==> config.mk <==
export PLATFORM = sky130hd
export DESIGN_NAME = rom_socket_mux
export DESIGN_NICKNAME = d
export VERILOG_FILES = /design/src/rtl/rom_socket_mux.sv
export SDC_FILE = /design/constraint.sdc
export NUM_CORES = 1
export LEC_CHECK = 0
export CAP_MARGIN = 5
export CORE_UTILIZATION = 50
export DETAILED_ROUTE_END_ITERATION = 16
export PLACE_DENSITY = 0.77
export REMOVE_ABC_BUFFERS = 1
export SYNTH_ARGS = -nofsm -noshare
export SYNTH_HDL_FRONTEND = slang
export SYNTH_SLANG_ARGS = --single-unit
==> constraint.sdc <==
create_clock -name clk_core -period 2.45 [get_ports clk_core]
set_input_delay 0.3675 -clock clk_core [delete_from_list [all_inputs] [get_ports clk_core]]
set_output_delay 0.3675 -clock clk_core [all_outputs]
set_load 0.01 [all_outputs]
==> src/rtl/rom_socket_mux.sv <==
// Purpose    : shares one synchronous read memory between CHANNELS ROM sockets,
//              with a per-socket one-entry cache (tag/data/valid).
// Latency    : a stable address seen at edge E0 is granted in the following cycle
//              and sock_valid rises after E2. Worst case under contention is 2+(CHANNELS-1) edges.
// Backpressure: none. Sockets wait on sock_valid, and the memory accepts one read per cycle.
// Ports      : clk_core, reset_n (async, active-low)
//              sock_ce_n/sock_oe_n/sock_a : per-socket strobes and address, channel k in slice k
//              sock_d/sock_valid          : per-socket read data (all ones when not driven) and hit flag
//              mem_en/mem_addr/mem_dout   : shared memory port; read data returns one cycle after mem_en
// Option     : define ROM_SOCKET_MUX_TAG_RETAIN_EN to keep cached data across ce_n deassertion.
module rom_socket_mux #(
    parameter  int CHANNELS   = 2,
    parameter  int ADDR_WIDTH = 13,
    parameter  int DATA_WIDTH = 8,
    localparam int CH_W       = (CHANNELS > 1) ? $clog2(CHANNELS) : 1
) (
    input  logic                           clk_core,
    input  logic                           reset_n,
    input  logic [CHANNELS-1:0]            sock_ce_n,
    input  logic [CHANNELS-1:0]            sock_oe_n,
    input  logic [CHANNELS*ADDR_WIDTH-1:0] sock_a,
    output logic [CHANNELS*DATA_WIDTH-1:0] sock_d,
    output logic [CHANNELS-1:0]            sock_valid,
    output logic                           mem_en,
    output logic [ADDR_WIDTH+CH_W-1:0]     mem_addr,
    input  logic [DATA_WIDTH-1:0]          mem_dout
);

    // Input stage. All decisions are made on these registered copies.
    logic [CHANNELS-1:0]   r_ce_n;
    logic [CHANNELS-1:0]   r_oe_n;
    logic [ADDR_WIDTH-1:0] r_a    [CHANNELS];

    // Per-channel cache entry.
    logic [ADDR_WIDTH-1:0] r_tag  [CHANNELS];
    logic [DATA_WIDTH-1:0] r_data [CHANNELS];
    logic [CHANNELS-1:0]   r_valid;

    // Single in-flight slot. The memory answers one cycle after a grant,
    // so a new grant every cycle simply replaces it.
    logic                  r_inf_vld;
    logic [CH_W-1:0]       r_inf_ch;
    logic [ADDR_WIDTH-1:0] r_inf_addr;

    logic [CH_W-1:0]            r_rr_ptr;
    logic [ADDR_WIDTH+CH_W-1:0] r_mem_addr;

    logic [CHANNELS-1:0]   w_pend;
    logic [CHANNELS-1:0]   w_commit;
    logic                  w_gnt_vld;
    logic [CH_W-1:0]       w_gnt_ch;
    logic [ADDR_WIDTH-1:0] w_gnt_addr;

    always_comb begin
        w_pend = '0;
        for (int k = 0; k < CHANNELS; k++) begin
            w_pend[k] = !r_ce_n[k] && (!r_valid[k] || (r_tag[k] != r_a[k]))
                        && !(r_inf_vld && (r_inf_ch == CH_W'(k)));
        end
    end

    // Round-robin search from r_rr_ptr upward, done as two passes:
    // first channels at or above the pointer, then the wrapped ones below it.
    always_comb begin
        w_gnt_vld  = 1'b0;
        w_gnt_ch   = '0;
        w_gnt_addr = '0;
        for (int j = 0; j < CHANNELS; j++) begin
            if (!w_gnt_vld && w_pend[j] && (CH_W'(j) >= r_rr_ptr)) begin
                w_gnt_vld  = 1'b1;
                w_gnt_ch   = CH_W'(j);
                w_gnt_addr = r_a[j];
            end
        end
        for (int j = 0; j < CHANNELS; j++) begin
            if (!w_gnt_vld && w_pend[j] && (CH_W'(j) < r_rr_ptr)) begin
                w_gnt_vld  = 1'b1;
                w_gnt_ch   = CH_W'(j);
                w_gnt_addr = r_a[j];
            end
        end
    end

    // A returning read is kept only if the socket still presents the address
    // that was fetched. Otherwise it is dropped and the channel pends again.
    always_comb begin
        w_commit = '0;
        for (int k = 0; k < CHANNELS; k++) begin
            w_commit[k] = r_inf_vld && (r_inf_ch == CH_W'(k)) && (r_a[k] == r_inf_addr);
        end
`ifndef ROM_SOCKET_MUX_TAG_RETAIN_EN
        // A deselected socket must refetch on reselect, so never fill it while deselected.
        w_commit = w_commit & ~r_ce_n;
`endif
    end

    assign mem_en   = w_gnt_vld;
    assign mem_addr = w_gnt_vld ? {w_gnt_ch, w_gnt_addr} : r_mem_addr;

    always_ff @(posedge clk_core or negedge reset_n) begin
        if (!reset_n) begin
            r_ce_n     <= '1;
            r_oe_n     <= '1;
            r_valid    <= '0;
            r_inf_vld  <= 1'b0;
            r_inf_ch   <= '0;
            r_inf_addr <= '0;
            r_rr_ptr   <= '0;
            r_mem_addr <= '0;
            for (int k = 0; k < CHANNELS; k++) begin
                r_a[k]    <= '0;
                r_tag[k]  <= '0;
                r_data[k] <= '0;
            end
        end else begin
            r_ce_n    <= sock_ce_n;
            r_oe_n    <= sock_oe_n;
            r_inf_vld <= w_gnt_vld;
            if (w_gnt_vld) begin
                r_inf_ch   <= w_gnt_ch;
                r_inf_addr <= w_gnt_addr;
                r_mem_addr <= {w_gnt_ch, w_gnt_addr};
                r_rr_ptr   <= (w_gnt_ch == CH_W'(CHANNELS - 1)) ? '0 : w_gnt_ch + CH_W'(1);
            end
            for (int k = 0; k < CHANNELS; k++) begin
                r_a[k] <= sock_a[k*ADDR_WIDTH +: ADDR_WIDTH];
                if (w_commit[k]) begin
                    r_data[k]  <= mem_dout;
                    r_tag[k]   <= r_inf_addr;
                    r_valid[k] <= 1'b1;
                end
                // An address change invalidates the entry on the same edge that
                // registers the new address, and overrides a commit on that edge.
                if (sock_a[k*ADDR_WIDTH +: ADDR_WIDTH] != r_a[k]) begin
                    r_valid[k] <= 1'b0;
                end
`ifndef ROM_SOCKET_MUX_TAG_RETAIN_EN
                if (sock_ce_n[k]) begin
                    r_valid[k] <= 1'b0;
                end
`endif
            end
        end
    end

    always_comb begin
        sock_d = '1;
        for (int k = 0; k < CHANNELS; k++) begin
            if (!r_ce_n[k] && !r_oe_n[k] && r_valid[k]) begin
                sock_d[k*DATA_WIDTH +: DATA_WIDTH] = r_data[k];
            end
        end
    end

    assign sock_valid = r_valid & ~r_ce_n;

endmodule

==> flow_metrics.py, run 1 <==
metrics = {
    "outcome": {
        "status": "finished with violations",
        "violations": "setup timing",
    },
    "placement": {
        "gp_congestion": 0.875,
        "portBuffers": 72,
        "pre_cts_ws_ps": -502,
        "dp.cells": 609,
        "placed_cell_area_sq_um": 6100,
        "hpwl_um": 8540,
    },
    "clock_tree": {
        "cts_tree": "done",
        "clk_latency_ps": 360,
        "root_buffer": "clkbuf_8",
        "cts.clk_slew.worst_paths_ps": 90,
        "cts.sinks": 104,
        "h-tree-depth": 3,
        "numCtsBuffers": 9,
        "clockBufferDepth": 2,
    },
    "setup_path": {
        "crit_buf_inv": 4,
        "r2r_slack_ps": 30,
        "crit_path_end_kind": "primary output",
        "r2r-start": "r_tag[23]$_DFFE_PN0P_",
        "r2r_cells": 10,
        "slowest_stage": "or4_4",
        "crit_family": "simple AND/OR/NAND/NOR gates",
        "worstPathMaxFanout": 5,
        "r2r-end": "r_inf_addr[1]$_DFFE_PN0P_",
        "cp_cell_sequence": "xnor2_1, nand4_1, or4_4, buf_6, a2bb2oi_4, buf_12, buf_8, nand2b_4, o221a_1, buf_2",
        "cpPeakStageDelay_ps": 550,
        "crit_type": "reg2out",
        "worstPathArrival_ps": 2600,
        "worst_setup_path_start_kind": "register",
        "worst_ep_required_time_ps": 2080,
    },
    "yosys": {
        "synth_compound_area_frac": 0.0767,
        "synth_top_area_share": 0.508,
        "synth_top_family_by_area": "XOR/XNOR gates",
        "muxShareOfSynthArea": 0.0961,
        "ys.flop_type": "dfrtp_1",
        "async_flop_share": 1.00,
        "synth_edf_count": 0,
        "netlist_top_cells_area": "dfrtp_1 (51%), xnor2_1 (9.6%), mux2_2 (8.5%), nand2b_1 (5.3%), o221a_1 (4.6%)",
        "synthCells": 386,
        "synth.distinct_cells": 37,
        "ys_ff_latch": 104,
        "yosys_warnings": 0,
        "synth_top_cell_by_area": "dfrtp_1",
        "yosysSeqAreaShare": 0.530,
        "syn_area_sq_um": 4920,
        "synth_fa_ha_area_frac": 0,
        "yosys.area_share.simple": 0.118,
        "syn_area_per_cell_sq_um": 12.8,
        "synth_xor_xnor_area_share": 0.133,
    },
    "sta": {
        "setup_violations": 15,
        "drv_slew": 0,
        "skew_ps": 10.4,
        "hold_viol": 0,
        "fmax_ghz": 0.337,
        "rsz0062_at_grt": "true",
        "maxSlewHeadroom": 0.484,
        "final_min_period_over_clock_period": 1.21,
        "worstMarginPinSlew_ps": 768,
        "worst_hold_slack_ps": 407,
        "final.setup.worst_slack_ps": -518,
        "min_period_ps": 2970,
    },
    "final_layout": {
        "multiInputGateArea_sq_um": 2240,
        "fillers": 667,
        "fin_nets": 552,
        "layout.cells.non_filler": 646,
        "areaGrowthSynthToFinish_pct": 33.9,
        "n_antenna_cell": 0,
        "drive_gt1_frac": 0.340,
        "fin_area_sq_um": 6590,
        "utilization": 0.704,
        "regArea_sq_um": 2610,
    },
    "global_routing": {
        "grt.busiest_layer": "met2",
        "grt_pass1_vias": 3579,
        "grtUsageMet2": 0.414,
        "overflow": 0,
        "use_met3": 0.0594,
        "grt_pass1_wl_um": 19500,
        "antenna_found_initial": 0,
        "grt_max_degree": 47,
        "grtUsageMet1": 0.370,
        "track_usage": 0.260,
    },
    "pwr": {
        "p_per_area_nw_per_um2": 839,
        "swShare": 0.318,
        "pwr-share-comb": 0.374,
        "p_leak_uw": 0.00286,
        "clkPwrFrac": 0.216,
        "peakVddDrop_mv": 0.515,
        "p_int_uw": 3770,
        "seqPwrFrac": 0.411,
        "p_sw_uw": 1760,
    },
    "die": {
        "die_area_sq_um": 10200,
        "ios": 73,
        "num_rows": 35,
        "die_w_um": 101,
        "initial_core_util": 0.525,
        "core_sq_um": 9370,
        "fp.dieH_um": 101,
    },
    "routing": {
        "vias_per_cell": 5.30,
        "dr_total_vias": 3426,
        "drcViolationCount": 0,
        "ant_nets": 0,
        "routed_wl_um": 12400,
        "first_iter_violations": 186,
        "post_drt_wl_per_cell_um": 19.2,
        "firstDrtPassIters": 4,
    },
    "worst_hold_path": {
        "min_to": "r_oe_n[1]$_DFF_PN1_",
        "hold_path.class": "in2reg",
        "hp-start": "sock_oe_n[1]",
        "hold_depth": 1,
    },
    "job": {
        "maxCapViolCount": 0,
    },
}
sequential cells by signal (all words and copies together) (netlist names), 2 cells and up:
register    flops
r_inf_addr     13
r_mem_addr     14
r_valid         2
r_ce_n          2
r_data         16
r_a            26
r_oe_n          2
r_tag          26
power by group through the flow:
stage | combinational, uW | clock [uW] | sequential, uW
after floorplan | 902 | 0 | 2220
after global placement | 1750 | 0 | 2260
after detailed placement | 1780 | 0 | 2260
after CTS | 1930 | 1210 | 2260
after global routing | 2200 | 1280 | 2310
final | 2070 | 1190 | 2270
placed cells by master (no fill, tap or decap), types with 10 or more instances in the layout:
master,n
buf_4,58
clkdlybuf4s50_1,56
xor2_1,21
mux2_2,37
buf_2,14
nand4_1,13
nand2b_1,37
clkbuf_8,10
buf_6,14
xnor2_1,52
o221a_1,20
dfrtp_1,100
worst reg2reg max path, delay by kind of cell, from the launching register on:
kind / cells / cell delay [ps]
simple gates: 3 / 830
buf+inv: 4 / 530
flops: 1 / 420
compound gates: 2 / 370
xor+xnor: 1 / 170
per-layer routing:
layer / part of all wire / vias up
met5: 0 / -
met4: 0.0096 / 0
met3: 0.060 / 10
met2: 0.49 / 89
met1: 0.44 / 1749
li1: - / 1578
synthesized netlist by cell type, drive strengths merged, types with 4 or more instances:
cell	number
nor4	7
o221a	26
mux2	42
xnor2	54
nor2	5
dfstp	4
dfrtp	100
nor3	4
nand4	13
nor2b	4
xor2	21
nand2b	42
clkbuf	18
nand2	9
inv	5
buf	18
per-stage QoR:
step | total power, uW | setup TNS, ps
2_1_floorplan | 3120 | -3280
4_1_cts | 5390 | -6610
5_1_grt | 5790 | -9220
6_report | 5530 | -6810
3_3_place_gp | 4010 | -7090
3_5_place_dp | 4040 | -7060
worst max path at each step:
stage | start | to | slack [ps] | cells after the start
floorplan | r_a[9]$_DFF_PN0_ | r_data[0]$_DFFE_PN0P_ | -140 | 4
global placement | r_tag[13]$_DFFE_PN0P_ | mem_addr[1] | -510 | 8
detailed placement | r_tag[13]$_DFFE_PN0P_ | mem_addr[1] | -500 | 8
CTS | r_a[13]$_DFF_PN0_ | mem_addr[5] | -490 | 10
global route | r_tag[19]$_DFFE_PN0P_ | mem_addr[7] | -640 | 10
finish | r_tag[23]$_DFFE_PN0P_ | mem_addr[10] | -520 | 10
layout make-up:
cell class / instances / area share
multi-input cells: 243 / 0.340
clock inverters: 4 / 0.0118
inverters: 5 / 0.00285
clock buffers: 12 / 0.0220
well taps: 129 / 0.0245
flip-flops and latches: 104 / 0.395
repair buffers: 149 / 0.204
kinds of logic after synthesis:
kind of cell | after synthesis
XOR/XNOR | 75
multiplexers | 42
AO/OA/AOI/OAI | 32
flip-flops | 104
AND/OR/NAND/NOR | 92
buffers and inverters | 41
what timing repair did:
action	4_1_cts	5_1_grt
setup endpoints to repair	23	27
gates resized for setup	81	15
hold buffers	1	0
hold endpoints to repair	2	0
gates cloned	2	0
setup buffers	18	2
pin swaps	8	3
Power figures use the tool's default switching activity.
==> inputs of run 2 (changes only) <==
--- a/config.mk
+++ b/config.mk
@@ -7,6 +7,7 @@
 export LEC_CHECK = 0
 export CAP_MARGIN = 5
 export CORE_UTILIZATION = 50
+export CTS_BUF_LIST = sky130_fd_sc_hd__clkbuf_4
 export DETAILED_ROUTE_END_ITERATION = 16
 export PLACE_DENSITY = 0.77
 export REMOVE_ABC_BUFFERS = 1
==> flow_metrics.py, run 2 (synthesized netlist as in run 1, its figures left out) <==
metrics = {
    "sta": {
        "rsz0062_at_grt": "true",
        "min_period_ps": 3080,
        "hold_viol": 0,
        "drv_slew": 0,
        "fmax_ghz": 0.324,
        "final.setup.worst_slack_ps": -633,
        "setup_violations": 26,
        "skew_ps": 20.3,
        "worst_hold_slack_ps": 324,
        "final_min_period_over_clock_period": 1.26,
        "maxSlewHeadroom": 0.536,
        "worstMarginPinSlew_ps": 690,
    },
    "die": {
        "die_w_um": 101,
        "num_rows": 35,
        "die_area_sq_um": 10200,
        "core_sq_um": 9370,
        "fp.dieH_um": 101,
        "ios": 73,
        "initial_core_util": 0.525,
    },
    "routing": {
        "firstDrtPassIters": 4,
        "drcViolationCount": 0,
        "dr_total_vias": 3475,
        "routed_wl_um": 12500,
        "first_iter_violations": 126,
        "post_drt_wl_per_cell_um": 19.3,
        "ant_nets": 0,
        "vias_per_cell": 5.35,
    },
    "clock_tree": {
        "clk_latency_ps": 440,
        "h-tree-depth": 3,
        "cts_tree": "done",
        "cts.sinks": 104,
        "cts.clk_slew.worst_paths_ps": 150,
        "root_buffer": "clkbuf_4",
        "clockBufferDepth": 2,
        "numCtsBuffers": 9,
    },
    "global_routing": {
        "grt_pass1_wl_um": 19500,
        "overflow": 0,
        "grt_pass1_vias": 3554,
        "grt_max_degree": 47,
        "track_usage": 0.260,
        "antenna_found_initial": 0,
    },
    "final_layout": {
        "fin_nets": 556,
        "drive_gt1_frac": 0.353,
        "areaGrowthSynthToFinish_pct": 34.3,
        "final_cell_mix": "dfrtp_1 (100), buf_4 (60), xnor2_1 (50)",
        "final_common_cell": "dfrtp_1",
        "n_antenna_cell": 0,
        "layout.cells.non_filler": 650,
        "top_regs": "r_a x26, r_tag x26, r_data x16",
    },
    "setup_path": {
        "worstPathArrival_ps": 2720,
        "slowest_stage": "or4_4",
        "crit_type": "reg2out",
        "crit_path_end_kind": "primary output",
        "worst_setup_path_start_kind": "register",
        "worstPathMaxFanout": 5,
        "cpPeakStageDelay_ps": 560,
        "worst_ep_required_time_ps": 2080,
        "cp_cell_sequence": "xnor2_2, nand4_1, or4_4, buf_6, a2bb2oi_4, buf_12, buf_8, nand2b_4, o221a_1, buf_2",
    },
    "pwr": {
        "p_per_area_nw_per_um2": 813,
        "peakVddDrop_mv": 0.482,
        "p_leak_uw": 0.00286,
    },
    "outcome": {
        "violations": "setup timing",
        "status": "finished with violations",
    },
    "placement": {
        "dp.cells": 609,
        "hpwl_um": 8540,
        "gp_congestion": 0.875,
        "portBuffers": 72,
    },
    "job": {
        "maxCapViolCount": 0,
    },
    "worst_hold_path": {
        "hold_path.class": "in2reg",
    },
}
run 2: changes by cell type in the layout (fill, tap and decap cells not counted), moves of 2 or more:
cell             previous run  this run
xnor2_1                    52        50
buf_4                      58        60
clkbuf_1                    2         0
clkdlybuf4s50_1            56        47
clkbuf_8                   10         0
xnor2_2                     2         4
buf_6                      14        16
dlymetal6s2s_1              0         9
clkbuf_4                    0        11
run 2: path summary, 6_finish.rpt:
| check | slack (ps) | cells after the start | startpoint | endpoint |
|---|---|---|---|---|
| setup / recovery | -630 | 10 | r_a[13]$_DFF_PN0_ | mem_addr[10] |
| hold / removal | 320 | 1 | sock_oe_n[0] | r_oe_n[0]$_DFF_PN1_ |
| setup reg to reg | -60 | 11 | r_a[13]$_DFF_PN0_ | r_inf_addr[1]$_DFFE_PN0P_ |
| hold reg to reg | 500 | 1 | r_data[14]$_DFFE_PN0P_ | r_data[14]$_DFFE_PN0P_ |
| max in group asynchronous | 1280 | 3 | reset_n | r_ce_n[1]$_DFF_PN1_ |
| min in group asynchronous | 430 | 2 | reset_n | r_a[5]$_DFF_PN0_ |
run 2: cell type report:
cell class | count | area, sq um
Sequential cell | 104 | 2610
Clock inverter | 5 | 81.3
Multi-Input combinational cell | 243 | 2260
Timing Repair Buffer | 153 | 1400
Tap cell | 129 | 161
Fill cell | 652 | 2760
Clock buffer | 11 | 82.6
Inverter | 5 | 18.8
run 2: what timing repair did:
action | in CTS | in global routing
buffers inserted | 18 | 7
hold buffers | 1 | 0
hold endpoints to repair | 38 | 0
pin swaps | 8 | 6
gates cloned | 2 | 0
endpoints found under the setup margin | 25 | 42
resized for setup | 81 | 29
run 2: layer usage:
layer / share of wire / wire, um / global-route usage / vias to the layer above
met3: 0.041 / 520 / 0.0524 / 17
met1: 0.46 / 5740 / 0.371 / 1776
met5: 0 / 0 / 0 / -
met4: 0.017 / 212 / 0.0725 / 0
met2: 0.48 / 6050 / 0.405 / 99
li1: - / - / - / 1583
run 2: through the flow:
| step | utilization | power (uW) | cell area [sq um] | TNS [ps] | setup WS (ps) |
|---|---|---|---|---|---|
| final | 0.706 | 5370 | 6610 | -9050 | -633 |
| after global routing | 0.706 | 5630 | 6610 | -11220 | -732 |
| after CTS | 0.687 | 5190 | 6440 | -8170 | -590 |
| after detailed placement | 0.651 | 4040 | 6100 | -7060 | -502 |
| after global placement | 0.651 | 4010 | 6100 | -7090 | -506 |
| after floorplan | - | 3120 | 4710 | -3280 | -144 |
run 2: where the power goes:
part | switching [uW] | leakage (uW) | total [uW] | internal [uW]
combinational | 913 | 0.00148 | 2110 | 1200
clock | 551 | 0.0000887 | 990 | 439
sequential | 279 | 0.00129 | 2270 | 1990
run 2: worst max-delay path: cells and delay by family (launching register included):
family	cells	cell delay [ps]
compound gates	2	320
xor+xnor	1	220
buf+inv	4	570
flops	1	450
simple gates	3	740
==> inputs of run 3 (changes only) <==
--- a/config.mk
+++ b/config.mk
@@ -10,6 +10,7 @@
 export CTS_BUF_LIST = sky130_fd_sc_hd__clkbuf_4
 export DETAILED_ROUTE_END_ITERATION = 16
 export PLACE_DENSITY = 0.77
+export RECOVER_POWER = 100
 export REMOVE_ABC_BUFFERS = 1
 export SYNTH_ARGS = -nofsm -noshare
 export SYNTH_HDL_FRONTEND = slang
==> flow_metrics.py, run 3 (synthesized netlist as in run 1, its figures left out) <==
metrics = {
    "sta": {
        "setup_violations": 26,
        "maxSlewHeadroom": 0.305,
        "final.setup.worst_slack_ps": -630,
        "setup_tns_ps": -9010,
        "worstMarginPinSlew_ps": 1040,
        "hold_viol": 0,
        "min_period_ps": 3080,
        "skew_ps": 21.0,
        "drv_slew": 0,
        "final_min_period_over_clock_period": 1.26,
        "rsz0062_at_grt": "true",
        "fmax_ghz": 0.325,
    },
    "final_layout": {
        "fin_nets": 556,
        "fillers": 653,
        "top_regs": "r_a x26, r_tag x26, r_data x16",
        "drive_gt1_frac": 0.353,
        "final_cell_mix": "dfrtp_1 (100), buf_4 (58), xnor2_1 (50)",
        "areaGrowthSynthToFinish_pct": 34.0,
        "n_antenna_cell": 0,
        "final_common_cell": "dfrtp_1",
        "fin_area_sq_um": 6600,
        "layout.cells.non_filler": 650,
    },
    "clock_tree": {
        "h-tree-depth": 3,
        "clk_latency_ps": 440,
        "root_buffer": "clkbuf_4",
        "cts.clk_slew.worst_paths_ps": 150,
        "clockBufferDepth": 2,
        "numCtsBuffers": 9,
        "cts_tree": "done",
        "cts.sinks": 104,
    },
    "pwr": {
        "seqPwrFrac": 0.424,
        "peakVddDrop_mv": 0.481,
        "pwr-share-comb": 0.392,
        "p_int_uw": 3620,
        "swShare": 0.324,
        "finalPower_uw": 5350,
        "p_per_area_nw_per_um2": 812,
        "clkPwrFrac": 0.184,
        "p_sw_uw": 1740,
        "p_leak_uw": 0.00286,
    },
    "setup_path": {
        "crit_type": "reg2out",
        "worst_ep_required_time_ps": 2080,
        "slowest_stage": "or4_4",
        "worstPathMaxFanout": 5,
        "crit_family": "simple AND/OR/NAND/NOR gates",
        "crit_path_end_kind": "primary output",
        "cp_cell_sequence": "xnor2_2, nand4_1, or4_4, buf_6, a2bb2oi_4, buf_12, buf_8, nand2b_4, o221a_1, buf_2",
        "worst_setup_path_start_kind": "register",
        "worstPathArrival_ps": 2710,
        "cpPeakStageDelay_ps": 560,
        "crit_buf_inv": 4,
    },
    "die": {
        "die_area_sq_um": 10200,
        "die_w_um": 101,
        "core_sq_um": 9370,
        "num_rows": 35,
        "initial_core_util": 0.525,
        "fp.dieH_um": 101,
        "ios": 73,
    },
    "outcome": {
        "violations": "setup timing",
        "status": "finished with violations",
    },
    "worst_hold_path": {
        "hold_path.class": "in2reg",
    },
    "placement": {
        "hpwl_um": 8540,
        "gp_congestion": 0.875,
        "pre_cts_ws_ps": -502,
        "placed_cell_area_sq_um": 6100,
        "portBuffers": 72,
        "dp.cells": 609,
    },
    "routing": {
        "vias_per_cell": 5.36,
        "ant_nets": 0,
        "drcViolationCount": 0,
        "first_iter_violations": 129,
        "routed_wl_um": 12500,
        "firstDrtPassIters": 4,
        "dr_total_vias": 3486,
        "post_drt_wl_per_cell_um": 19.2,
    },
    "global_routing": {
        "grt_max_degree": 47,
        "overflow": 0,
        "track_usage": 0.260,
        "antenna_found_initial": 0,
        "grt_pass1_vias": 3554,
        "grt_pass1_wl_um": 19500,
    },
    "job": {
        "maxCapViolCount": 0,
    },
}
==> run 3: power by group through the flow <==
stage | combinational, uW | sequential, uW | clock, uW
floorplan | 902 | 2220 | 0
global placement | 1750 | 2260 | 0
detailed placement | 1780 | 2260 | 0
CTS | 1920 | 2260 | 1010
global route | 2230 | 2310 | 1080
finish | 2100 | 2270 | 986
==> run 3: routing by layer <==
metal  wire (um)  global-route usage
met4         212              0.0725
met2        6010               0.405
met3         532              0.0524
met1        5730               0.371
met5           0                   0
==> run 3: layout make-up <==
class / count / area (sq um) / area share
tap: 129 / 161 / 0.0245
inverter: 5 / 18.8 / 0.00285
timing repair buffer: 153 / 1390 / 0.210
clock buffer: 11 / 82.6 / 0.0125
clock inverter: 5 / 81.3 / 0.0123
multi-input combinational: 243 / 2260 / 0.342
sequential: 104 / 2610 / 0.395
==> run 3: through the flow <==
stage                util  hold slack, ps
floorplan               -            71.9
global placement    0.651             394
detailed placement  0.651             396
CTS                 0.687             308
global route        0.704             429
finish              0.704             466
==> run 3: path summary, 6_finish.rpt <==
kind	slack (ps)	from	endpoint	cells past startpoint
min	470	sock_oe_n[1]	r_oe_n[1]$_DFF_PN1_	1
min in group asynchronous	620	reset_n	r_a[5]$_DFF_PN0_	2
max	-630	r_a[13]$_DFF_PN0_	mem_addr[10]	10
max reg2reg	-50	r_a[13]$_DFF_PN0_	r_inf_addr[1]$_DFFE_PN0P_	11
max in group asynchronous	540	reset_n	r_data[10]$_DFFE_PN0P_	3
min reg2reg	500	r_data[14]$_DFFE_PN0P_	r_data[14]$_DFFE_PN0P_	1
==> run 3: worst register-to-register path: cells and delay by family (launching register included) <==
kind	cells	cell delay [ps]
AND/OR/NAND/NOR	3	780
buffers and inverters	5	620
flip-flops	1	440
AO/OA/AOI/OAI	2	340
XOR/XNOR	1	220
==> run 3: what timing repair did <==
item | 4_1_cts | 5_1_grt
endpoints found under the hold margin | 38 | 0
cloned | 2 | 0
resized for setup | 81 | 29
setup buffers | 18 | 7
hold buffers | 1 | 0
setup endpoints to repair | 25 | 42
pin swaps | 8 | 6
